--- config.mk ---
export PLATFORM = sky130hd
export DESIGN_NAME = elastic_alu_pipe
export DESIGN_NICKNAME = d
export VERILOG_FILES = /design/src/rtl/elastic_alu_pipe.sv
export SDC_FILE = /design/constraint.sdc
export NUM_CORES = 1
export LEC_CHECK = 0
export BUFFER_PORTS_ARGS = -buffer_cell sky130_fd_sc_hd__buf_4
export CORE_MARGIN = 2
export CORE_UTILIZATION = 50
export CTS_CLUSTER_SIZE = 12
export DETAILED_ROUTE_END_ITERATION = 10
export MAX_ROUTING_LAYER = met4
export PLACE_DENSITY_LB_ADDON = 0.15
export SYNTH_ARGS = -nofsm -noshare
export SYNTH_HDL_FRONTEND = slang
export SYNTH_SLANG_ARGS = --single-unit
--- constraint.sdc ---
create_clock -name clk -period 2.55 [get_ports clk]
set_input_delay 0 -clock clk [delete_from_list [all_inputs] [get_ports clk]]
set_output_delay 0 -clock clk [all_outputs]
set_load 0.01 [all_outputs]
--- src/rtl/elastic_alu_pipe.sv ---
// Three-stage elastic ALU pipeline computing q = (a OP1 b) OP2 c with valid/ready flow
// control, synchronous flush, carry/borrow flag and a wrapping completed-transfer counter.
module elastic_alu_pipe #(
    parameter int WIDTH = 8,
    parameter int CNT_W = 16
) (
    input  logic             clk,
    input  logic             rst_n,
    input  logic             flush,
    input  logic             in_valid,
    output logic             in_ready,
    input  logic [WIDTH-1:0] a_in,
    input  logic [WIDTH-1:0] b_in,
    input  logic [WIDTH-1:0] c_in,
    input  logic [2:0]       op_in,
    output logic             out_valid,
    input  logic             out_ready,
    output logic [WIDTH-1:0] q_out,
    output logic             carry_out,
    output logic [CNT_W-1:0] xfer_cnt
);

    typedef enum logic [1:0] {
        OP2_XOR  = 2'b00,
        OP2_AND  = 2'b01,
        OP2_OR   = 2'b10,
        OP2_PASS = 2'b11
    } op2_e;

    logic             v1, v2, v3;
    logic [WIDTH-1:0] a1, b1, c1, c2, q3;
    logic [2:0]       op1;
    op2_e             op2;
    logic [WIDTH:0]   s2;
    logic             cy3;
    logic [CNT_W-1:0] cnt;

    logic             adv1, adv2, adv3;
    logic             fire;
    logic [WIDTH:0]   sum;
    logic [WIDTH:0]   s_next;
    logic [WIDTH-1:0] q_next;

    // A stage may take new data when it is empty or its successor is moving, so bubbles
    // collapse even while the output is stalled.
    assign adv3      = out_ready | ~v3;
    assign adv2      = adv3 | ~v2;
    assign adv1      = adv2 | ~v1;
    assign in_ready  = adv1 & ~flush;
    assign fire      = v3 & out_ready;

    assign out_valid = v3;
    assign q_out     = q3;
    assign carry_out = cy3;
    assign xfer_cnt  = cnt;

    // NOTE: every always_comb output gets a default first so no path can infer a latch.
    always_comb begin
        sum    = '0;
        s_next = '0;
        if (op1[0]) begin
            // Subtraction as a + ~b + 1; the stored MSB is the borrow, i.e. the inverted carry.
            sum    = {1'b0, a1} + {1'b0, ~b1} + {{WIDTH{1'b0}}, 1'b1};
            s_next = {~sum[WIDTH], sum[WIDTH-1:0]};
        end else begin
            s_next = {1'b0, a1} + {1'b0, b1};
        end
    end

    always_comb begin
        q_next = s2[WIDTH-1:0];
        unique case (op2)
            OP2_XOR:  q_next = s2[WIDTH-1:0] ^ c2;
            OP2_AND:  q_next = s2[WIDTH-1:0] & c2;
            OP2_OR:   q_next = s2[WIDTH-1:0] | c2;
            OP2_PASS: q_next = s2[WIDTH-1:0];
            default:  q_next = s2[WIDTH-1:0];
        endcase
    end

    // NOTE: sequential state uses non-blocking assignments so all stages shift on the same edge.
    always_ff @(posedge clk or negedge rst_n) begin
        if (!rst_n) begin
            v1  <= 1'b0;
            v2  <= 1'b0;
            v3  <= 1'b0;
            a1  <= '0;
            b1  <= '0;
            c1  <= '0;
            op1 <= '0;
            s2  <= '0;
            c2  <= '0;
            op2 <= OP2_XOR;
            q3  <= '0;
            cy3 <= 1'b0;
            cnt <= '0;
        end else begin
            if (fire) begin
                cnt <= cnt + 1'b1;
            end
            // Flush drops every valid bit but leaves the data registers as they were.
            if (flush) begin
                v1 <= 1'b0;
                v2 <= 1'b0;
                v3 <= 1'b0;
            end else begin
                if (adv1) begin
                    v1 <= in_valid;
                    if (in_valid) begin
                        a1  <= a_in;
                        b1  <= b_in;
                        c1  <= c_in;
                        op1 <= op_in;
                    end
                end
                if (adv2) begin
                    v2 <= v1;
                    if (v1) begin
                        s2  <= s_next;
                        c2  <= c1;
                        op2 <= op2_e'(op1[2:1]);
                    end
                end
                if (adv3) begin
                    v3 <= v2;
                    if (v2) begin
                        q3  <= q_next;
                        cy3 <= s2[WIDTH];
                    end
                end
            end
        end
    end

endmodule
==> impl_metrics.prom <==
# TYPE chip_impl_metric gauge
chip_impl_metric{name="dieHeight",unit="µm"} 95.2
chip_impl_metric{name="fillers",unit=""} 667
chip_impl_metric{name="yosys_register_bits",unit=""} 74
chip_impl_metric{name="cellLeakagePower",unit="nW"} 2.50
chip_impl_metric{name="placementRows",unit=""} 33
chip_impl_info{name="critPathMostFrequentCell",value="sky130_fd_sc_hd__inv_1"} 1
chip_impl_metric{name="yosys-mux-area-fraction",unit="%"} 15.9
chip_impl_info{name="top_signal_layer_used",value="met4"} 1
chip_impl_info{name="critical_path.startpoint",value="a1[0]"} 1
chip_impl_metric{name="yosys.cell_types.count",unit=""} 49
chip_impl_info{name="r2r_start",value="a1[0]"} 1
chip_impl_metric{name="worst_setup_hold_path_clk_slew",unit="ps"} 80
chip_impl_metric{name="floorplan.initialDensity",unit="%"} 51.1
chip_impl_metric{name="power.internal",unit="mW"} 2.87
chip_impl_metric{name="finalNetCount",unit=""} 516
chip_impl_metric{name="synth-compound-area-share",unit="%"} 9.99
chip_impl_metric{name="cts.repair.resized",unit=""} 0
chip_impl_metric{name="seq_area_frac_synth",unit="%"} 44.6
chip_impl_metric{name="layout_setup_ws",unit="ps"} 468
chip_impl_metric{name="globalplace.congestion",unit=""} 0.844
chip_impl_metric{name="synth_simple_gate_area_share",unit="%"} 8.76
chip_impl_metric{name="critical_path_arrival",unit="ps"} 2350
chip_impl_metric{name="die_area",unit="µm²"} 9060
chip_impl_metric{name="setup_viol",unit=""} 0
chip_impl_metric{name="synth-async-reset-ratio",unit="%"} 100
chip_impl_metric{name="synth_edf_count",unit=""} 0
chip_impl_metric{name="grt_antenna_before_repair",unit=""} 0
chip_impl_metric{name="timing.final.max_slew_violations",unit=""} 0
chip_impl_metric{name="wirelength_met1",unit="µm"} 3650
chip_impl_metric{name="setup_total_negative_slack",unit="ps"} 0
chip_impl_metric{name="post_synth.cell_area_avg",unit="µm²"} 11.5
chip_impl_metric{name="cellPowerDensity",unit="nW/µm²"} 786
chip_impl_info{name="worst_path_dominant_cell_family",value="compound AO/OA/AOI/OAI gates"} 1
chip_impl_metric{name="cp_num_buf_inv",unit=""} 2
chip_impl_info{name="status",value="completed"} 1
chip_impl_metric{name="antenna_left",unit=""} 0
chip_impl_metric{name="combinationalPowerShare",unit="%"} 29.7
chip_impl_metric{name="placement.io_buffers",unit=""} 58
chip_impl_metric{name="vias_per_cell",unit=""} 5.17
chip_impl_metric{name="clock_sink_count",unit=""} 74
chip_impl_metric{name="synth_cells",unit=""} 361
chip_impl_metric{name="synth_warnings",unit=""} 0
chip_impl_metric{name="detail_route.wl_per_cell",unit="µm"} 13.8
chip_impl_metric{name="track_usage",unit="%"} 19.4
chip_impl_info{name="synth_flop_cell",value="sky130_fd_sc_hd__dfrtp_1"} 1
chip_impl_metric{name="minimum_period_implied_by_the_final_worst_setup_slack",unit="ps"} 2080
chip_impl_metric{name="num_vias",unit=""} 2889
chip_impl_metric{name="cp_max_fo",unit=""} 3
chip_impl_metric{name="dr_wl_met3",unit="µm"} 289
chip_impl_metric{name="buffers_from_clock_root_to_sink_at_most",unit=""} 2
chip_impl_info{name="crit_path_top_delay_cell",value="sky130_fd_sc_hd__dfrtp_1"} 1
chip_impl_metric{name="post-route-drc-count",unit=""} 0
chip_impl_metric{name="yosys.area_share.xor_xnor",unit="%"} 3.58
chip_impl_metric{name="seqPwrFrac",unit="%"} 39.9
chip_impl_metric{name="cts-buffers-inserted",unit=""} 9
chip_impl_metric{name="io-pin-count",unit=""} 59
chip_impl_metric{name="drt_first_iter_violations",unit=""} 87
chip_impl_metric{name="clkPwrFrac",unit="%"} 30.4
chip_impl_info{name="grt_setup_unrepaired",value="false"} 1
chip_impl_metric{name="globalRouteOverflowTotal",unit=""} 0
chip_impl_metric{name="number_of_search_and_repair_iterations_in_the_first_detailed_routing_pass",unit=""} 4
chip_impl_metric{name="timing.critical_path.slowest_cell_delay",unit="ps"} 410
chip_impl_info{name="hold_path_class",value="primary input to async pin"} 1
chip_impl_metric{name="grt_first_pass_wirelength",unit="µm"} 13100
chip_impl_info{name="timing.critical_path.cells",value="inv_1 > ha_1 > inv_1 > fa_1 > a21oi_1 > o211ai_1 > o2111ai_1 > o21ai_0 > o31ai_1"} 1
chip_impl_metric{name="netlist_area",unit="µm²"} 4160
chip_impl_metric{name="switching_share",unit="%"} 29.9
chip_impl_metric{name="max_cap_violations",unit=""} 0
chip_impl_metric{name="fin_worst_skew",unit="ps"} 14.6
chip_impl_metric{name="synthAdderAreaFrac",unit="%"} 10.9
chip_impl_metric{name="worstPathRequired",unit="ps"} 2820
chip_impl_info{name="synth_top_family_by_area",value="multiplexers"} 1
chip_impl_metric{name="htreeDepth",unit=""} 3
chip_impl_metric{name="fmaxAchievable",unit="GHz"} 0.480
chip_impl_metric{name="final_hold_vio_count",unit=""} 0
chip_impl_metric{name="syn2layout_area_growth",unit="%"} 25.4
chip_impl_metric{name="drt-total-wl",unit="µm"} 7730
chip_impl_metric{name="worst_skew_pair.late_latency",unit="ps"} 360
chip_impl_info{name="criticalPathCategory",value="flop to flop"} 1
chip_impl_info{name="tritoncts",value="done"} 1
chip_impl_metric{name="final_layout_size_suffix_gt1_share",unit="%"} 28.0
chip_impl_metric{name="core_box_area",unit="µm²"} 8130
chip_impl_metric{name="antenna_cells",unit=""} 0
chip_impl_info{name="root_buffer_cell",value="sky130_fd_sc_hd__clkbuf_8"} 1
chip_impl_metric{name="via_count_of_the_first_global_routing_pass",unit=""} 2741
chip_impl_metric{name="syn-num-nets",unit=""} 428
chip_impl_metric{name="hpwl",unit="µm"} 5290
chip_impl_metric{name="power.switching",unit="mW"} 1.23
chip_impl_metric{name="met2RoutedLength",unit="µm"} 3700
chip_impl_info{name="timing.critical_path.from_type",value="flop"} 1
chip_impl_metric{name="timing_worst_slew_pin_value",unit="ps"} 917
chip_impl_metric{name="max-slew-margin-rel",unit="%"} 38.9
chip_impl_metric{name="pre_cts_slack",unit="ps"} 467
chip_impl_metric{name="ir_drop",unit="mV"} 0.325
chip_impl_info{name="cp-end-kind",value="flop"} 1
chip_impl_metric{name="grt_start_max_net_pins",unit=""} 75
chip_impl_metric{name="die_w",unit="µm"} 95.2
chip_impl_metric{name="final.period_utilization",unit="%"} 81.7
timing repair:
| item | 4_1_cts | 5_1_grt |
|---|---|---|
| buffers inserted | 0 | 0 |
| hold endpoints to repair | 105 | 0 |
| hold buffers | 31 | 0 |
power by group through the flow:
stage	Clock (mW)	Combinational [mW]	Sequential (mW)
2_1_floorplan	0	0.816	1.63
3_3_place_gp	0	1.14	1.65
3_5_place_dp	0	1.18	1.67
4_1_cts	1.27	1.23	1.64
5_1_grt	1.33	1.37	1.68
6_report	1.25	1.22	1.64
worst paths after layout:
path | end | slack [ps] | depth (start not counted)
worst min-delay path | c1[2] | 320 | 2
worst max register to register | s2[8] | 470 | 9
min in group clk | a1[1] | 410 | 3
worst min register to register | s2[8] | 470 | 2
worst max-delay path | s2[8] | 470 | 9
max in group asynchronous | xfer_cnt[12] | 1650 | 2
routing by layer:
| metal | up-vias | GRT usage [%] |
|---|---|---|
| li1 | 1422 | - |
| met1 | 1400 | 25.4 |
| met2 | 53 | 29.6 |
| met3 | 14 | 4.82 |
| met4 | 0 | 6.28 |
| met5 | - | - |
synthesized netlist by cell type (3+ instances only):
master,number,area [µm²]
sky130_fd_sc_hd__buf_2,8,40.0
sky130_fd_sc_hd__dfrtp_1,74,1850
sky130_fd_sc_hd__inv_1,41,154
sky130_fd_sc_hd__mux4_2,7,158
sky130_fd_sc_hd__xor2_1,4,35.0
sky130_fd_sc_hd__xnor2_1,13,114
sky130_fd_sc_hd__mux2_4,20,300
sky130_fd_sc_hd__ha_1,33,413
sky130_fd_sc_hd__a31oi_1,4,25.0
sky130_fd_sc_hd__nand4_1,8,50.1
sky130_fd_sc_hd__mux2_2,17,191
sky130_fd_sc_hd__nor2_1,15,56.3
sky130_fd_sc_hd__nand2_1,27,101
sky130_fd_sc_hd__o21ai_0,17,85.1
sky130_fd_sc_hd__nor3_1,4,20.0
sky130_fd_sc_hd__o211ai_1,5,37.5
sky130_fd_sc_hd__nor2b_1,5,31.3
sky130_fd_sc_hd__a21oi_1,11,55.1
sky130_fd_sc_hd__nand3_1,7,35.0
sky130_fd_sc_hd__a211oi_1,3,22.5
state kept, by name, indices dropped and copies added, names as in the netlist:
register   flops
xfer_cnt      16
s2             9
a1             8
b1             8
c1             8
c2             8
q_out          8
op1            3
op2            2
carry_out      1
out_valid      1
v1             1
v2             1
area by class of cell:
class / instances / area [µm²] / share of cell area, %
clock buffer: 10 / 138 / 2.64
clock inverter: 6 / 138 / 2.64
sequential: 74 / 1850 / 35.5
multi-input combinational: 232 / 2040 / 39.1
inverter: 41 / 154 / 2.95
tap: 105 / 131 / 2.52
timing repair buffer: 91 / 761 / 14.6
layout by cell type (no fill, tap or decap), drive strengths merged, types with 8 or more instances in the layout:
cell type	n
o21ai	18
xnor2	13
mux2	37
buf	60
ha	33
dfrtp	74
nand4	8
dlygate4sd3	31
nor2	15
nand2	28
clkbuf	10
a21oi	11
inv	41
metrics by stage:
stage	util, %	power (mW)	hold WS [ps]	area [µm²]	cells
finish	64.1	4.10	324	5210	559
floorplan	-	2.45	-296	4160	361
global placement	56.9	2.80	204	4630	512
CTS	64.1	4.13	351	5210	559
detailed placement	56.9	2.84	202	4630	512
global route	64.1	4.38	401	5210	559
logic make-up after synthesis:
logic type / after synthesis
simple gates: 75
flops: 74
compound gates: 60
buf+inv: 55
mux: 45
fa+ha+maj: 35
xor+xnor: 17
No activity file was read; power rests on OpenSTA's default activity.
